$ cat src/rtl/btn_scan_pkg.sv
// rtl/btn_scan_pkg.sv - shared types and helpers for the scanned button debouncer
package btn_scan_pkg;

  typedef enum logic {IDLE, SCAN} scan_state_t;

  localparam int SYNC_STAGES = 2;

  function automatic int cnt_w(input int n);
    return $clog2(n + 1);
  endfunction

endpackage

$ cat src/rtl/tick_prescaler.sv
// rtl/tick_prescaler.sv - free-running divider producing a one-cycle strobe every DIV clocks
module tick_prescaler #(
  parameter int DIV = 100_000
) (
  input  logic clk,
  input  logic rst_n,
  output logic tick
);

  localparam int W = (DIV > 1) ? $clog2(DIV) : 1;

  logic [W-1:0] count;

  always_ff @(posedge clk or negedge rst_n) begin
    if (!rst_n) begin
      count <= '0;
    end else if (count == W'(DIV - 1)) begin
      count <= '0;
    end else begin
      count <= count + 1'b1;
    end
  end

  assign tick = (count == W'(DIV - 1));

endmodule

$ cat src/rtl/btn_scan_debouncer.sv
// rtl/btn_scan_debouncer.sv - N-channel debouncer, one shared update path scanned after each tick
// Optional auto-repeat pulses are built when BTN_AUTOREPEAT_EN is defined.
module btn_scan_debouncer
  import btn_scan_pkg::*;
#(
  parameter int N_BTN         = 4,
  parameter int TICK_DIV      = 100_000,
  parameter int STABLE_TICKS  = 10,
  parameter int REPEAT_DELAY  = 500,
  parameter int REPEAT_PERIOD = 100
) (
  input  logic             clk,
  input  logic             rst_n,
  input  logic [N_BTN-1:0] btn_in,
  output logic [N_BTN-1:0] btn_level,
  output logic [N_BTN-1:0] btn_press,
  output logic [N_BTN-1:0] btn_release,
  output logic [N_BTN-1:0] btn_repeat,
  output logic             tick
);

  localparam int CW = cnt_w(STABLE_TICKS);
  localparam int IW = (N_BTN > 1) ? $clog2(N_BTN) : 1;

  logic [SYNC_STAGES-1:0][N_BTN-1:0] sync_q;
  logic [N_BTN-1:0] synced;
  logic [N_BTN-1:0] snap_q, snap_d;
  logic [IW-1:0]    idx_q, idx_d;
  scan_state_t      state_q, state_d;
  logic             slot_en;
  logic [CW-1:0]    cnt_q [N_BTN];

  logic          cur_snap, cur_lvl, differ, flip;
  logic [CW-1:0] cur_cnt, cnt_nxt;

  tick_prescaler #(.DIV(TICK_DIV)) u_prescaler (
    .clk   (clk),
    .rst_n (rst_n),
    .tick  (tick)
  );

  always_ff @(posedge clk or negedge rst_n) begin
    if (!rst_n) begin
      sync_q <= '0;
    end else begin
      sync_q <= {sync_q[SYNC_STAGES-2:0], btn_in};
    end
  end

  assign synced = sync_q[SYNC_STAGES-1];

  always_ff @(posedge clk or negedge rst_n) begin
    if (!rst_n) begin
      state_q <= IDLE;
      idx_q   <= '0;
      snap_q  <= '0;
    end else begin
      state_q <= state_d;
      idx_q   <= idx_d;
      snap_q  <= snap_d;
    end
  end

  always_comb begin
    state_d = state_q;
    idx_d   = idx_q;
    snap_d  = snap_q;
    slot_en = 1'b0;
    case (state_q)
      IDLE: begin
        if (tick) begin
          snap_d  = synced;
          idx_d   = '0;
          state_d = SCAN;
        end
      end
      SCAN: begin
        slot_en = 1'b1;
        if (idx_q == IW'(N_BTN - 1)) begin
          state_d = IDLE;
        end else begin
          idx_d = idx_q + 1'b1;
        end
      end
      default: state_d = IDLE;
    endcase
  end

  // Shared compare/increment path for whichever channel owns the current slot.
  always_comb begin
    cur_snap = snap_q[idx_q];
    cur_lvl  = btn_level[idx_q];
    cur_cnt  = cnt_q[idx_q];
    differ   = (cur_snap != cur_lvl);
    flip     = differ && (cur_cnt == CW'(STABLE_TICKS - 1));
    cnt_nxt  = (differ && !flip) ? cur_cnt + 1'b1 : '0;
  end

  always_ff @(posedge clk or negedge rst_n) begin
    if (!rst_n) begin
      btn_level   <= '0;
      btn_press   <= '0;
      btn_release <= '0;
      for (int i = 0; i < N_BTN; i++) begin
        cnt_q[i] <= '0;
      end
    end else begin
      btn_press   <= '0;
      btn_release <= '0;
      if (slot_en) begin
        cnt_q[idx_q] <= cnt_nxt;
        if (flip) begin
          btn_level[idx_q] <= ~cur_lvl;
          if (cur_lvl) begin
            btn_release[idx_q] <= 1'b1;
          end else begin
            btn_press[idx_q] <= 1'b1;
          end
        end
      end
    end
  end

`ifdef BTN_AUTOREPEAT_EN
  localparam int HW = cnt_w((REPEAT_DELAY > REPEAT_PERIOD) ? REPEAT_DELAY : REPEAT_PERIOD) + 1;

  logic [HW-1:0]    hold_q [N_BTN];
  logic [HW-1:0]    hold_inc;
  logic [N_BTN-1:0] repeat_q;

  assign hold_inc = hold_q[idx_q] + 1'b1;

  // Once past the initial delay the counter oscillates between DELAY and DELAY+PERIOD.
  always_ff @(posedge clk or negedge rst_n) begin
    if (!rst_n) begin
      repeat_q <= '0;
      for (int i = 0; i < N_BTN; i++) begin
        hold_q[i] <= '0;
      end
    end else begin
      repeat_q <= '0;
      if (slot_en) begin
        if (!cur_lvl || flip) begin
          hold_q[idx_q] <= '0;
        end else if (hold_inc == HW'(REPEAT_DELAY + REPEAT_PERIOD)) begin
          hold_q[idx_q]   <= HW'(REPEAT_DELAY);
          repeat_q[idx_q] <= 1'b1;
        end else begin
          hold_q[idx_q] <= hold_inc;
          if (hold_inc == HW'(REPEAT_DELAY)) begin
            repeat_q[idx_q] <= 1'b1;
          end
        end
      end
    end
  end

  assign btn_repeat = repeat_q;
`else
  logic unused_repeat_cfg;
  assign unused_repeat_cfg = (REPEAT_DELAY > 0) ^ (REPEAT_PERIOD > 0);
  assign btn_repeat = '0;
`endif

endmodule

$ cat config.mk
export PLATFORM = sky130hd
export DESIGN_NAME = btn_scan_debouncer
export DESIGN_NICKNAME = d
export VERILOG_FILES = /design/src/rtl/btn_scan_pkg.sv /design/src/rtl/tick_prescaler.sv /design/src/rtl/btn_scan_debouncer.sv
export SDC_FILE = /design/constraint.sdc
export NUM_CORES = 1
export LEC_CHECK = 0
export ABC_CLOCK_PERIOD_IN_PS = 2700
export BUFFER_PORTS_ARGS = -buffer_cell sky130_fd_sc_hd__buf_2
export CORE_MARGIN = 8
export CORE_UTILIZATION = 55
export CTS_CLUSTER_DIAMETER = 50
export DETAILED_ROUTE_END_ITERATION = 10
export GPL_ROUTABILITY_DRIVEN = 0
export PLACE_DENSITY = 0.74
export SYNTH_ARGS = -nofsm -noshare
export SYNTH_HDL_FRONTEND = slang
export SYNTH_SLANG_ARGS = --single-unit
export TNS_END_PERCENT = 30
$ cat constraint.sdc
create_clock -name clk -period 2.7 [get_ports clk]
set_input_delay 0.54 -clock clk [delete_from_list [all_inputs] [get_ports clk]]
set_output_delay 0.54 -clock clk [all_outputs]
set_load 0.05 [all_outputs]
### Word-level counts from Yosys, hierarchy flattened

Index checks and enable logic that the tools add are counted.

| word-level totals | value |
|---|---|
| latch bits | 0 |
| memory bits (writable) | 0 |
| memories kept | 0 |
| bits of input ports | 6 |
| word-level logic and storage cells | 65 |
| register bits after elaboration | 60 |
| bits in read-only memories | 0 |
| output and inout bits | 17 |

| cells by class | value |
|---|---|
| div/mod/pow operators | 0 |
| $add $sub $neg | 3 |
| bitwise operators | 3 |
| shift operators | 0 |
| eq/ne operators | 6 |
| $lt $le $gt $ge | 4 |
| mux-type cells | 28 |
| reductions and logical operators | 8 |
| multipliers | 0 |

Operator list:

| operator | number |
|---|---|
| $mux W4 | 10 |
| $add A17 B1 Y17 const B | 1 |
| $eq A17 B17 Y1 const B | 1 |
| $mux W17 | 1 |
| $bwmux W16 | 1 |
| $bmux W4 S2 | 1 |
| $demux W4 S2 | 1 |
| $mux W1 | 6 |
| $reduce_and A2 Y1 | 3 |
| $add A4 B1 Y4 const B | 1 |
| $bmux W1 S2 | 2 |
| $bwmux W4 | 1 |
| $eq A4 B4 Y1 const B | 1 |
| $logic_and A1 B1 Y1 | 4 |
| $mux W2 | 2 |
| $ne A2 B2 Y1 const B | 2 |
| $pmux W2 S2 | 1 |
| $ge A3 B3 Y1 const B | 1 |
| $lt A2 B3 Y1 const B | 1 |
| $lt A3 B1 Y1 const B | 1 |
| $not A2 Y3 | 1 |
| $add A2 B1 Y2 const B | 1 |
| $demux W1 S2 | 1 |
| $eq A2 B2 Y1 const B | 1 |
| 5 further kinds | 6 |

### Longest topological paths before layout

Gate-level depths: netlist (run 1).

| logic depth | value |
|---|---|
| depth in word-level cells | 10 |
| depth in mapped cells | 9 |
| gate-level depth less buffers | 7 |

### Cells and area by module

From an unflattened synthesis (run 1), not the netlist that was laid out.

| unflattened totals | value |
|---|---|
| cells, all modules | 229 |
| area, all modules | 2,748.9 um^2 |

Modules (own cells, without submodules):

| module | area each (um^2) | cells an instance | instances | seq. area each (um^2) |
|---|---|---|---|---|
| btn_scan_debouncer | 1,955.6 | 155 | 1 | 1,076.0 |
| tick_prescaler | 793.3 | 74 | 1 | 425.4 |

### Worst setup path before layout (run 1)

OpenSTA, ideal clock, no wires.

| path | value |
|---|---|
| path kind | reg2reg |
| from | register idx_q[0] |
| to | register cnt_q[11] in the netlist's numbering |
| library setup time | 0.096 ns |
| clock period less this slack | 2.366 ns |
| data arrival time | 2.271 ns |
| stages on the path, launching flop included | 9 |
| path buffers | 2 |
| setup slack | 0.334 ns |
| data required time | 2.604 ns |
| path through | dfrtp_1 -> buf_6 -> mux4_2 -> ha_1 -> and2_2 -> a22o_1 -> a21o_1 -> buf_2 -> o31ai_1 |

| on the way | value |
|---|---|
| word-level cells in the longest chain between the ends | 10 |
| elaborated cells on any way between the ends | 21 |
| those cells by class | add/sub: 1; order compare: 2; eq/ne: 2; mux: 11; bitwise: 1; reduce/logical: 4 |

RTL lines:

| what | line | RTL |
|---|---|---|
| from (decl) | btn_scan_debouncer.sv:28 | `logic [IW-1:0] idx_q, idx_d;` |
| from (signal assigned) | btn_scan_debouncer.sv:59 | `idx_q <= idx_d;` |
| branches (longest 9 deep; another with $add A4 B1 Y4) | -- |  |
| $bwmux W16 (*) | btn_scan_debouncer.sv:111 | `cnt_q[idx_q] <= cnt_nxt;` |
| to (signal, indexed assignment) | btn_scan_debouncer.sv:111 |  |
| to (decl) | btn_scan_debouncer.sv:31 | `logic [CW-1:0] cnt_q [N_BTN];` |

Every way passes the cells marked *. The select of a mux whose other input is x is not followed.
A chain may end at the register's enable or synchronous reset.

### Worst setup path in the final report (run 1)

| path | value |
|---|---|
| from | register u_prescaler.count[0] |
| to | output port tick |

| on the way | value |
|---|---|
| word-level cells in the longest chain between the ends | 1 |

RTL lines:

| what | line | RTL |
|---|---|---|
| from (decl) | tick_prescaler.sv:12 | `logic [W-1:0] count;` |
| from (signal assigned) | tick_prescaler.sv:20 | `count <= count + 1'b1;` |
| $eq A17 B17 Y1 | tick_prescaler.sv:24 | `assign tick = (count == W'(DIV - 1));` |
| to (decl) | btn_scan_debouncer.sv:19 | `output logic tick` |

Every way passes these cells.

==> qor.txt, run 1 <==
status: complete, no violations
CORE AREA: 4790 um^2
Synth Area in Simple Gates: 13.9%
largest net degree at the start of global routing: 33
commonest non-fill, non-tap cell in the layout: dfrtp_1
GRT Total Usage: 14.2%
Crit. End Element: output port
drt initial violations: 101
Seq pwr share: 52.7%
Num CTS Buffers: 9
largest family of logic cells by synthesized area: simple AND/OR/NAND/NOR gates
Die Ht: 86.9 um
initial antenna violation count: 0
worst path required time: 2160 ps
first-pass GRT wire length: 8.18 mm
# hold bufs at CTS: 0
post-synthesis compound-gate area fraction: 9.20%
Root Driver: clkbuf_8
drt drc: 0
TritonCTS clock tree: done
Synth Area in XOR/XNOR: 5.03%
Clock Skews: 5.37 ps
setup violators final: 0
clock sink count: 60
pwr/cell area: 556 nW/um^2
Clk Latency, worst-skew pair: 330 ps
CTS max path bufs: 2
internal power: 1380 uW
via/cell ratio: 5.46
Area Overhead vs Synth: 12.1%
Initial Util: 57.7%
maximum VDD drop: 0.402 mV
critical path class: reg2out
most frequent cells in the layout: 60 x dfrtp_1, 21 x nand2_1, 18 x buf_2
sequential area share after synthesis: 54.4%
CP delay by family, top: simple AND/OR/NAND/NOR gates
synth warn: 0
Syn Area/Cell: 12.2 um^2
CTS H-Tree Depth: 3
Fillers: 379
Combinational Power Share: 2.0%
PortBufs: 18
share of layout cells above drive strength 1: 19.3%
mux cell area share after synthesis: 10.4%
via count: 1752
DP HPWL: 3.33 mm
number of antenna diodes: 0
Worst EP arrival: 1880 ps
NetSw: 345 uW
crit-path cells: ha_1 > and4_1 > and4_1 > buf_2
Clock power frac: 45.3%
Startpoint Class: register
Power Total: 1720 uW
largest incremental delay on the critical path: 380 ps
post-CTS setup buffers: 0
Peak Freq: 413 MHz
Cells after Synth: 227
final hold violation count: 0
Post-Synth Adder-Cell Area: 3.17%
worst hold path class: in2async
Post-Route WL: 4.85 mm
Die X: 86.9 um
Sw Ratio: 20.0%
Critical Path Slowest Stage Cell: dfrtp_1
part of the cycle the worst path needs: 89.6%
number of synthesized register bits: 60
worst rel slew slack: 55.9%
total grt overflow: 0
CP most frequent cell: and4_1
WP buf/inv: 1
die area: 7540 um^2
Post-Syn Area: 2760 um^2
vias in the first global route: 1735
register area: 1500 um^2
worst-margin pin slew: 661 ps
Final Slew Violations: 0
Finished Core Util: 64.7%
RSZ-0062 raised after global routing: no
nets: 264
Setup TNS: 0 ps
Crit Path Max Fanout: 7
number of max-cap violations: 0
Leak: 0.00142 uW
Ports: 23
Synth cell types: 42
per-cell routed wire length: 15.1 um
crit path time final: 2420 ps
Initial DRT Pass Iterations: 4
Worst-path clk slew: 60 ps
# rows: 25
cts repair resizes: 0
multi-input logic area: 1170 um^2
Antenna Nets Post-Route: 0
-- power groups by stage --
stage	logic, uW	registers, uW	clock network [uW]
final	35.0	907	778
after global routing	39.8	906	842
after CTS	36.4	907	802
after detailed placement	36.3	923	0
after global placement	35.8	923	0
after floorplan	16.6	923	0
-- path summary, 6_finish.rpt --
check,start,slack [ps],cells past startpoint,to
setup reg to reg,idx_q[0],330,6,cnt_q[15]
hold reg to reg,sync_q[0],350,0,synced[0]
setup / recovery,u_prescaler.count[0],280,4,tick
max in group asynchronous,rst_n,1870,2,u_prescaler.count[6]
hold / removal,rst_n,240,1,cnt_q[14]
min in group clk,btn_in[3],320,1,sync_q[3]
-- cells in the mapped netlist, drive strengths merged --
master	number	area [um^2]
a211oi	1	7.51
a21o	1	7.51
a21oi	2	10.0
a221oi	1	8.76
a22o	1	8.76
a22oi	1	7.51
a31o	1	8.76
a31oi	4	25.0
and2	3	20.0
and2b	1	10.0
and3	4	25.0
and4	6	52.6
and4b	1	10.0
buf	9	73.8
clkbuf	3	11.3
conb	1	3.75
dfrtp	60	1500
ha	7	87.6
inv	5	18.8
mux2	12	135
mux2i	4	40.0
mux4	5	113
nand2	21	78.8
nand3	6	30.0
nand4	5	31.3
nor2	15	56.3
nor2b	3	18.8
nor4b	2	17.5
o21a	1	7.51
o21ai	6	30.0
o31ai	13	97.6
o41ai	4	35.0
or3	1	6.26
or4b	2	27.5
xnor2	9	86.3
xor2	6	52.6
-- worst reg2reg max path: cells and delay by family, from the launching register on --
| family | cells | cell delay [ps] |
|---|---|---|
| mux | 1 | 570 |
| flops | 1 | 400 |
| fa+ha+maj | 1 | 240 |
| simple gates | 1 | 210 |
| compound gates | 3 | 870 |
-- kinds of logic after synthesis --
family          Yosys count
simple gates             70
xor+xnor                 15
other cells               1
buf+inv                  17
compound gates           36
fa+ha+maj                 7
mux                      21
flops                    60
-- metrics by stage --
stage | hold slack (ps) | instances | instance area (um^2) | worst slack, ps
final | 241 | 321 | 3090 | 281
after global routing | 270 | 321 | 3090 | 163
after CTS | 245 | 321 | 3090 | 235
after detailed placement | 335 | 307 | 2900 | 351
after global placement | 331 | 307 | 2900 | 379
after floorplan | 244 | 230 | 2770 | 334
-- per-layer routing --
| metal | wire length, um | up-vias | global-route usage [%] |
|---|---|---|---|
| met2 | 2220 | 37 | 21.9 |
| met3 | 290 | 8 | 5.85 |
| met1 | 2270 | 844 | 16.9 |
| li1 | - | 863 | - |
| met5 | 0 | - | 0 |
| met4 | 70 | 0 | 6.89 |
-- sequential cells by signal, indices dropped and copies added, names as in the netlist --
signal,cells
btn_level,4
btn_press,4
btn_release,4
cnt_q,16
idx_q,2
snap_q,4
state_q,1
sync_q,4
synced,4
u_prescaler.count,17
-- layout make-up --
cell class              count  area share, %
flip-flops and latches     60           48.5
repair buffers             22           4.29
multi-input cells         153           37.7
well taps                  67           2.71
clock buffers              12           5.01
inverters                   5          0.607
clock inverters             2           1.13
Note: power is estimated with default switching activity, not from simulation.
==> run 2: changes to the inputs <==
--- a/config.mk
+++ b/config.mk
@@ -9,6 +9,7 @@
 export BUFFER_PORTS_ARGS = -buffer_cell sky130_fd_sc_hd__buf_2
 export CORE_MARGIN = 8
 export CORE_UTILIZATION = 55
+export CTS_BUF_LIST = sky130_fd_sc_hd__clkbuf_16
 export CTS_CLUSTER_DIAMETER = 50
 export DETAILED_ROUTE_END_ITERATION = 10
 export GPL_ROUTABILITY_DRIVEN = 0
==> qor.txt, run 2 (synthesis results as in run 1) <==
status: complete, no violations (unchanged)
first-pass GRT wire length: 8.36 mm (was 8.18 mm)
TritonCTS clock tree: done (unchanged)
Final Slew Violations: 0 (unchanged)
via/cell ratio: 5.50 (was 5.46)
CTS max path bufs: 2 (unchanged)
final hold violation count: 0 (unchanged)
share of layout cells above drive strength 1: 18.5% (was 19.3%)
number of max-cap violations: 0 (unchanged)
# hold bufs at CTS: 0 (unchanged)
Clock Skews: 3.46 ps (was 5.37 ps)
total grt overflow: 0 (unchanged)
Crit. End Element: register (was output port)
PortBufs: 18 (unchanged)
GRT Total Usage: 14.7% (was 14.2%)
Ports: 23 (unchanged)
Post-Route WL: 4.96 mm (was 4.85 mm)
number of antenna diodes: 0 (unchanged)
multi-input logic area: 1170 um^2 (unchanged)
per-cell routed wire length: 15.4 um (was 15.1 um)
# rows: 25 (unchanged)
max reg flops: 17 (unchanged)
commonest non-fill, non-tap cell in the layout: dfrtp_1 (unchanged)
die area: 7540 um^2 (unchanged)
reg-to-reg setup timing slack: 240 ps (was 330 ps)
most frequent cells in the layout: 60 x dfrtp_1, 21 x nand2_1, 18 x buf_2 (unchanged)
vias in the first global route: 1798 (was 1735)
largest net degree at the start of global routing: 33 (unchanged)
CORE AREA: 4790 um^2 (unchanged)
worst hold path class: in2async (unchanged)
Reg2Reg Depth: 6 (unchanged)
Crit Path Max Fanout: 6 (was 7)
Clk Latency, worst-skew pair: 320 ps (was 330 ps)
drt drc: 0 (unchanged)
worst rel slew slack: 56.6% (was 55.9%)
final hold slack: 250 ps (was 241 ps)
crit path time final: 2460 ps (was 2420 ps)
via count: 1764 (was 1752)
cts repair resizes: 0 (unchanged)
Fillers: 371 (was 379)
top flop regs: u_prescaler.count (17), cnt_q (16) (unchanged)
Area Overhead vs Synth: 15.0% (was 12.1%)
CTS H-Tree Depth: 3 (unchanged)
reg2reg end: cnt_q[8] (was cnt_q[15])
Antenna Nets Post-Route: 0 (unchanged)
initial antenna violation count: 0 (unchanged)
Initial Util: 57.7% (unchanged)
Finished Core Util: 66.4% (was 64.7%)
maximum VDD drop: 0.432 mV (was 0.402 mV)
Num CTS Buffers: 9 (unchanged)
post-CTS setup buffers: 0 (unchanged)
setup violators final: 0 (unchanged)
DP HPWL: 3.33 mm (unchanged)
Worst EP arrival: 2720 ps (was 1880 ps)
critical path class: reg2reg (was reg2out)
worst path required time: 2950 ps (was 2160 ps)
nets: 264 (unchanged)
RSZ-0062 raised after global routing: no (unchanged)
Startpoint Class: register (unchanged)
Setup TNS: 0 ps (unchanged)
Peak Freq: 406 MHz (was 413 MHz)
Die X: 86.9 um (unchanged)
Die Ht: 86.9 um (unchanged)
clock sink count: 60 (unchanged)
Root Driver: clkbuf_16 (was clkbuf_8)
Leak: 0.00146 uW (was 0.00142 uW)
worst-margin pin slew: 650 ps (was 661 ps)
drt initial violations: 90 (was 101)
pwr/cell area: 625 nW/um^2 (was 556 nW/um^2)
register area: 1500 um^2 (unchanged)
Reg with most FFs: u_prescaler.count (unchanged)
part of the cycle the worst path needs: 91.3% (was 89.6%)
Worst-path clk slew: 50 ps (was 60 ps)
reg2reg start: idx_q[0] (unchanged)
Initial DRT Pass Iterations: 4 (unchanged)
run 2: cell types whose count changed in the layout (fill, tap and decap cells not counted):
| cell | delta |
|---|---|
| clkbuf_8 | -11 |
| clkinv_1 | +2 |
| clkbuf_1 | -1 |
| inv_1 | +1 |
| clkbuf_16 | +9 |
run 2: where the power goes:
part / switching [uW] / internal, uW
clock network: 351 / 689
registers: 1.48 / 908
logic: 29.5 / 5.44
total: 382 / 1600
run 2: layout make-up:
cell class / count / share of cell area [%]
clock buffers: 9 / 7.09
clock inverters: 5 / 1.46
inverters: 5 / 0.591
multi-input cells: 153 / 36.8
flip-flops and latches: 60 / 47.3
well taps: 67 / 2.64
repair buffers: 22 / 4.18
run 2: routing by layer:
layer / GRT usage, % / routed length (um) / up-vias / part of all wire [%]
met2: 22.7 / 2380 / 49 / 48
met5: 0 / 0 / - / 0
met1: 17.0 / 2200 / 839 / 44
met3: 5.00 / 306 / 8 / 6.2
li1: - / - / 868 / -
met4: 9.39 / 74 / 0 / 1.5
run 2: how the worst max path moves through the flow:
stage                     slack, ps  startpoint         to  cells after the start
after detailed placement        350    idx_q[0]   cnt_q[0]                      6
after global placement          380    idx_q[0]   cnt_q[0]                      6
after CTS                       210    idx_q[0]   cnt_q[8]                      6
after global routing            130    idx_q[0]   cnt_q[4]                      6
after floorplan                 330    idx_q[0]  cnt_q[11]                      8
final                           240    idx_q[0]   cnt_q[8]                      6
run 2: critical path: stages, from the launching register on:
cell and delay [ps]:
dfrtp_1 400, mux4_2 580, ha_1 240, and2_2 210
a22o_1 300, a211oi_1 460, mux2_1 220
run 2: stage by stage:
stage | worst slack [ps] | instances | power [uW] | instance area, um^2
after floorplan | 334 | 230 | 939 | 2770
after detailed placement | 351 | 307 | 960 | 2900
after global routing | 128 | 321 | 2050 | 3180
after global placement | 379 | 307 | 959 | 2900
after CTS | 209 | 321 | 2010 | 3180
final | 236 | 321 | 1980 | 3180
